## src/rtl/ysyx_24080006_sim_pkg.sv

```systemverilog
// Shared types for the address guard: access kinds, region attributes,
// the region descriptor, the reset-time default address map and the range
// helpers the per-region comparator uses.
// Region bounds are held at MAX_AW bits so that one struct type serves every
// AW up to 64; narrower addresses are zero-extended before comparison.
package ysyx_24080006_sim_pkg;

  localparam int MAX_AW   = 64;
  localparam int DEF_NREG = 8;

  typedef enum logic [1:0] {
    ACC_LOAD  = 2'd0,
    ACC_STORE = 2'd1,
    ACC_FETCH = 2'd2,
    ACC_RSVD  = 2'd3
  } acc_kind_e;

  // Bit order matches cfg_attr: {en,r,w,x,perip}
  typedef struct packed {
    logic en;
    logic r;
    logic w;
    logic x;
    logic perip;
  } region_attr_t;

  typedef struct packed {
    region_attr_t      attr;
    logic [MAX_AW-1:0] base;
    logic [MAX_AW-1:0] limit;
  } region_t;

  localparam region_t DEFAULT_MAP [DEF_NREG] = '{
    '{attr: region_attr_t'(5'b11001), base: 64'h0200_0000, limit: 64'h0200_FFFF}, // CLINT
    '{attr: region_attr_t'(5'b11101), base: 64'h1000_0000, limit: 64'h1000_0FFF}, // UART
    '{attr: region_attr_t'(5'b11101), base: 64'h1000_2000, limit: 64'h1000_200F}, // GPIO
    '{attr: region_attr_t'(5'b11001), base: 64'h1001_1000, limit: 64'h1001_1007}, // PS2
    '{attr: region_attr_t'(5'b11101), base: 64'h2100_0000, limit: 64'h211F_FFFF}, // VGA
    '{attr: region_attr_t'(5'b11110), base: 64'h0F00_0000, limit: 64'h0F00_1FFF}, // SRAM
    '{attr: region_attr_t'(5'b11010), base: 64'h3000_0000, limit: 64'h30FF_FFFF}, // FLASH
    '{attr: region_attr_t'(5'b11110), base: 64'hA000_0000, limit: 64'hA3FF_FFFF}  // SDRAM
  };

  // Inclusive unsigned range test; an inverted range (lo > hi) never matches.
  function automatic logic in_range(input logic [MAX_AW-1:0] a,
                                    input logic [MAX_AW-1:0] lo,
                                    input logic [MAX_AW-1:0] hi);
    return (a >= lo) && (a <= hi);
  endfunction

  function automatic logic kind_allowed(input region_attr_t attr, input acc_kind_e kind);
    logic ok;
    case (kind)
      ACC_LOAD:  ok = attr.r;
      ACC_STORE: ok = attr.w;
      ACC_FETCH: ok = attr.x;
      default:   ok = 1'b0;
    endcase
    return ok;
  endfunction

endpackage

```

## src/rtl/ysyx_24080006_region_match.sv

```systemverilog
// Single-region comparator.
//   region : descriptor (attr, base, limit)
//   addr   : zero-extended request address
//   kind   : access kind
//   hit    : region enabled and base <= addr <= limit
//   grant  : attribute permits this kind (meaningful only with hit)
//   perip  : peripheral flag, gated by hit
module ysyx_24080006_region_match
  import ysyx_24080006_sim_pkg::*;
(
  input  region_t           region,
  input  logic [MAX_AW-1:0] addr,
  input  acc_kind_e         kind,
  output logic              hit,
  output logic              grant,
  output logic              perip
);

  assign hit   = region.attr.en & in_range(addr, region.base, region.limit);
  assign grant = kind_allowed(region.attr, kind);
  assign perip = hit & region.attr.perip;

endmodule

```

## src/rtl/ysyx_24080006_addr_guard.sv

```systemverilog
// Address guard: checks each request against a programmable region table,
// returns the verdict one cycle later through a single output register, and
// records the first fault plus a saturating fault count.
//   clock/reset       : clock, async active-high reset
//   req_*             : request (valid/ready, address, kind)
//   resp_*            : registered lookup result (valid/ready, ok, perip, idx)
//   cfg_*             : region table write port
//   fault_*           : sticky first-fault capture, counter, clear
module ysyx_24080006_addr_guard
  import ysyx_24080006_sim_pkg::*;
#(
  parameter int NREG = 8,
  parameter int AW   = 32,
  parameter int CNTW = 16,
  localparam int IW  = (NREG > 1) ? $clog2(NREG) : 1
) (
  input  logic            clock,
  input  logic            reset,
  input  logic            req_valid,
  output logic            req_ready,
  input  logic [AW-1:0]   req_addr,
  input  logic [1:0]      req_kind,
  output logic            resp_valid,
  input  logic            resp_ready,
  output logic            resp_ok,
  output logic            resp_perip,
  output logic [IW-1:0]   resp_idx,
  input  logic            cfg_we,
  input  logic [IW-1:0]   cfg_idx,
  input  logic [AW-1:0]   cfg_base,
  input  logic [AW-1:0]   cfg_limit,
  input  logic [4:0]      cfg_attr,
  output logic            fault_valid,
  output logic [AW-1:0]   fault_addr,
  output logic [1:0]      fault_kind,
  output logic [CNTW-1:0] fault_cnt,
  input  logic            fault_clr
);

  region_t           tbl [NREG];
  logic [NREG-1:0]   hit, grant, perip;
  logic [MAX_AW-1:0] addr_x;
  acc_kind_e         kind;

  assign addr_x = MAX_AW'(req_addr);
  assign kind   = acc_kind_e'(req_kind);

  for (genvar g = 0; g < NREG; g++) begin : g_match
    ysyx_24080006_region_match u_match (
      .region (tbl[g]),
      .addr   (addr_x),
      .kind   (kind),
      .hit    (hit[g]),
      .grant  (grant[g]),
      .perip  (perip[g])
    );
  end

  // Lowest index wins: scan downwards so the last assignment is the lowest hit.
  logic          sel_hit, sel_grant, sel_perip;
  logic [IW-1:0] sel_idx;
  always_comb begin
    sel_hit   = 1'b0;
    sel_grant = 1'b0;
    sel_perip = 1'b0;
    sel_idx   = '0;
    for (int i = NREG - 1; i >= 0; i--) begin
      if (hit[i]) begin
        sel_hit   = 1'b1;
        sel_grant = grant[i];
        sel_perip = perip[i];
        sel_idx   = IW'(i);
      end
    end
  end

  logic accept, nxt_ok, fault;
  assign req_ready = !resp_valid | resp_ready;
  assign accept    = req_valid & req_ready;
  assign nxt_ok    = sel_hit & sel_grant;
  assign fault     = accept & !nxt_ok;

  // Table: lookups this cycle see the old contents, writes land at the edge.
  always_ff @(posedge clock or posedge reset) begin
    if (reset) begin
      for (int i = 0; i < NREG; i++)
        tbl[i] <= (i < DEF_NREG) ? DEFAULT_MAP[i % DEF_NREG] : region_t'('0);
    end else if (cfg_we && (int'(cfg_idx) < NREG)) begin
      tbl[cfg_idx] <= '{attr:  region_attr_t'(cfg_attr),
                        base:  MAX_AW'(cfg_base),
                        limit: MAX_AW'(cfg_limit)};
    end
  end

  always_ff @(posedge clock or posedge reset) begin
    if (reset) begin
      resp_valid <= 1'b0;
      resp_ok    <= 1'b0;
      resp_perip <= 1'b0;
      resp_idx   <= '0;
    end else if (accept) begin
      resp_valid <= 1'b1;
      resp_ok    <= nxt_ok;
      resp_perip <= sel_perip;
      resp_idx   <= sel_idx;
    end else if (resp_ready) begin
      resp_valid <= 1'b0;
    end
  end

  // Clear takes precedence over the old state, but a fault in the same cycle
  // is still recorded as the first of the new epoch.
  always_ff @(posedge clock or posedge reset) begin
    if (reset) begin
      fault_valid <= 1'b0;
      fault_addr  <= '0;
      fault_kind  <= '0;
      fault_cnt   <= '0;
    end else if (fault_clr) begin
      fault_valid <= fault;
      fault_cnt   <= fault ? CNTW'(1) : '0;
      if (fault) begin
        fault_addr <= req_addr;
        fault_kind <= req_kind;
      end
    end else if (fault) begin
      if (!fault_valid) begin
        fault_valid <= 1'b1;
        fault_addr  <= req_addr;
        fault_kind  <= req_kind;
      end
      if (fault_cnt != '1) fault_cnt <= fault_cnt + 1'b1;
    end
  end

endmodule

```

## config.mk

```make
export PLATFORM = sky130hd
export DESIGN_NAME = ysyx_24080006_addr_guard
export DESIGN_NICKNAME = d
export VERILOG_FILES = /design/src/rtl/ysyx_24080006_sim_pkg.sv /design/src/rtl/ysyx_24080006_region_match.sv /design/src/rtl/ysyx_24080006_addr_guard.sv
export SDC_FILE = /design/constraint.sdc
export NUM_CORES = 2
export LEC_CHECK = 0
export BUFFER_PORTS_ARGS = -buffer_cell sky130_fd_sc_hd__buf_2
export CAP_MARGIN = 20
export CORE_MARGIN = 2
export CORE_UTILIZATION = 65
export CTS_CLUSTER_DIAMETER = 200
export CTS_CLUSTER_SIZE = 8
export DETAILED_ROUTE_END_ITERATION = 12
export PLACE_DENSITY = 0.84
export RECOVER_POWER = 25
export SYNTH_ARGS = -nofsm -noshare
export SYNTH_HDL_FRONTEND = slang
export SYNTH_SLANG_ARGS = --single-unit
```

## constraint.sdc

```tcl
create_clock -name clock -period 35.5 [get_ports clock]
set_input_delay 5.325 -clock clock [delete_from_list [all_inputs] [get_ports clock]]
set_output_delay 5.325 -clock clock [all_outputs]
set_load 0.02 [all_outputs]
```

==> flow_summary.yaml <==
clocking:
  cts_buffer_depth: 3
  cts.root.buffer_cell: "clkbuf_16"
  worstSkewPairLatency_ns: 0.62
  cts_hold_buf: 0
  cts_tree: "built"
  post-cts-setup-buffer-count: 0
  cts_max_level: 3
  clk_pin_slew_worst_paths_ns: 0.05
  post_cts_resized: 0
  cts_sinks: 609
  numCtsBuffers: 86
outcome:
  status: "complete, but fails checks"
  violations: "capacitance limit, slew limit"
yosys:
  synthesis.nets: 4162
  synth_cells: 3537
  ys_warn_count: 0
  netlist_area_mm2: 0.0358
  ys_ff_latch: 609
  yosysTopAreaCell: "dfrtp_1"
  synth_xor_area_frac: 0
  post_synth_and_or_nand_nor_area_fraction: 0.0942
  synth_cell_type_count: 74
  synth_top_family_by_area: "adder cells"
  yosysTopAreaCellShare: 0.298
  synthArstFlopShare: 1.00
  synth_ff_type: "dfrtp_1"
  synth-compound-area-share: 0.118
  ys_seq_area_frac: 0.432
  yosys.area_share.adder: 0.179
  synth_edf_count: 0
  synth_mux_area_frac: 0.112
  syn_avg_cell_area_um2: 10.1
  yosys-top-cells-area: "dfrtp_1, ha_1, dfstp_2, mux2_2, inv_1"
place:
  place.port_buffers: 169
  dp_hpwl_um: 63200
  gp_congestion: 0.926
drt:
  drt_iter0_drc: 2275
  dr.pass1.iters: 5
  routed_wl_um: 94700
  ant_nets: 0
  drc: 0
  vias: 27500
  viasPerCell: 6.13
  wl_per_cell_um: 21.1
flow_run:
  maxCapViolations: 8
timing:
  tightest_slew_ns: 8.44
  post-route-period-util: 0.449
  max_freq_ghz: 0.0627
  setup_viol: 0
  period_needed_ns: 15.94
  clock_skew_ns: 0.0221
  rsz0062_at_grt: "no"
  fin_setup_tns_ns: 0
  hold_violations: 0
  slew_violations: 694
  max_slew_margin: -4.63
  holdWs_ns: 0.483
finish:
  seq_area_mm2: 0.0155
  drive_gt1_frac: 0.206
  fin_nets: 4340
  area_delta_synth_final_pct: 11.2
  multi_input_area_mm2: 0.0180
  nFillCells: 3693
global_routing:
  globalRoute.totalOverflow: 0
  first_global_vias: 28000
  grt_max_degree: 165
  grt_pass1_wl_um: 150000
  antenna_found_initial: 5
  grt_usage: 0.338
worst_setup_path:
  slowest_stage: "clkbuf_1"
  crit_buf_inv: 3
  crit_chain: "buf_2 -> clkinvlp_2 -> clkbuf_1"
  crit_fanout: 164
  crit_path_start_kind: "primary input"
  crit_type: "in2async"
  cp_top_family: "buffers and inverters"
  required_ns: 34.10
  crit_path_max_incr_delay_ns: 6.08
  cp.arrival_ns: 14.55
  worst_setup_path_end_kind: "async pin"
floorplan:
  io_pins: 170
  die_width_um: 239
  die_h_um: 239
  core_region_area_mm2: 0.0548
  dieArea_mm2: 0.0570
  row_count: 86
  start_util: 0.654
power:
  powerDensity_mw_per_mm2: 60.5
  p_leak_nw: 19.1
  vdd_drop_max_uv: 59.6
worst_hold_path:
  hp-class: "reg2reg"
## metrics by stage
step | worst slack (ns) | power, mW | cells | area [µm²] | utilization
finish | 19.56 | 2.41 | 4491 | 39800 | 0.727
detailed placement | 24.42 | 1.62 | 4331 | 37400 | 0.682
floorplan | 13.43 | 1.41 | 3537 | 35800 | -
global route | 17.37 | 2.54 | 4491 | 39800 | 0.727
global placement | 24.42 | 1.58 | 4331 | 37400 | 0.682
CTS | 24.42 | 2.41 | 4489 | 39900 | 0.728
## sequential cells by signal, summed over array words and instances, names as in the netlist
| register | cells |
|---|---|
| fault_cnt | 16 |
| resp_perip | 1 |
| tbl | 552 |
| resp_ok | 1 |
| fault_kind | 2 |
| fault_addr | 32 |
| resp_valid | 1 |
| fault_valid | 1 |
| resp_idx | 3 |
## power breakdown
group          internal (mW)  leakage, nW  total (mW)  switching, mW
logic                  0.277         10.8       0.673          0.396
registers              0.886         7.09       0.959         0.0733
clock network          0.470         1.20       0.777          0.307
total                   1.63         19.1        2.41          0.776
## Yosys cell counts, drive strengths merged, types with 4 or more instances
cell / instances
dfrtp: 427
a221oi: 10
dfstp: 182
mux2: 346
a31oi: 7
ha: 513
o22ai: 4
a21oi: 177
nand4b: 4
o21ai: 338
clkbuf: 82
a221o: 7
a2111oi: 11
a211o: 5
a21o: 50
or3: 4
a22oi: 8
nor4: 16
o211ai: 16
nand3: 55
buf: 18
nand2: 382
a211oi: 34
nor3: 25
nor3b: 6
nand2b: 15
inv: 516
o21a: 9
nand4: 84
and4: 10
mux2i: 10
or4: 6
and2: 7
o31ai: 8
a21boi: 4
o2111ai: 4
o21bai: 5
nor2b: 20
nor2: 69
and3: 7
## metal layers
| metal | GRT usage | up-vias | share of wire |
|---|---|---|---|
| li1 | - | 12700 | - |
| met1 | 0.441 | 13500 | 0.41 |
| met5 | 0 | - | 0.00014 |
| met3 | 0.0622 | 253 | 0.080 |
| met4 | 0.138 | 2 | 0.040 |
| met2 | 0.557 | 1083 | 0.47 |
## placed cells by master, fill, tap and decap left out, types with 7 or more instances in the layout
cell type | netlist | final
a31oi_1 | 7 | 7
and3_1 | 7 | 7
nor2b_1 | 20 | 20
dfrtp_1 | 427 | 427
mux2i_1 | 10 | 10
a22oi_1 | 8 | 8
and4_1 | 10 | 10
o21a_1 | 9 | 9
dfstp_2 | 182 | 182
buf_2 | 5 | 167
a21o_1 | 50 | 50
nand4_1 | 84 | 84
mux2_1 | 30 | 31
a221o_1 | 7 | 7
o21ai_0 | 336 | 336
o211ai_1 | 16 | 16
nor4_1 | 16 | 16
o31ai_1 | 8 | 8
clkbuf_1 | 82 | 76
a211oi_1 | 33 | 33
mux2_2 | 316 | 315
nand2b_1 | 15 | 15
nand2_1 | 382 | 382
buf_4 | 0 | 11
inv_1 | 516 | 515
a221oi_1 | 10 | 10
a21oi_1 | 177 | 177
nor3_1 | 25 | 25
ha_1 | 513 | 513
clkbuf_16 | 0 | 90
nor2_1 | 69 | 69
nand3_1 | 54 | 54
a2111oi_0 | 10 | 10
## worst paths after layout
kind,cells past startpoint,slack [ns],to,from
max in group clock,3,24.42,req_ready,resp_ready
min in group asynchronous,2,6.20,tbl[69],reset
min reg2reg,1,0.48,fault_addr[0],fault_addr[0]
max reg2reg,11,30.08,fault_addr[19],tbl[997]
min,1,0.48,fault_addr[0],fault_addr[0]
max,3,19.56,tbl[888],reset
## logic make-up after synthesis
kind of cell,count (synthesis)
fa+ha+maj,513
flops,609
mux,356
buf+inv,616
compound gates,722
simple gates,721
## area by class of cell
cell class                 instances  area share
inverter                         516      0.0487
timing repair buffer             190      0.0242
antenna                            2    0.000126
clock buffer                     154      0.0626
multi-input combinational       2312       0.453
sequential                       609       0.388
tap                              704      0.0221
clock inverter                     4     0.00107
Power figures use the tool's default switching activity.
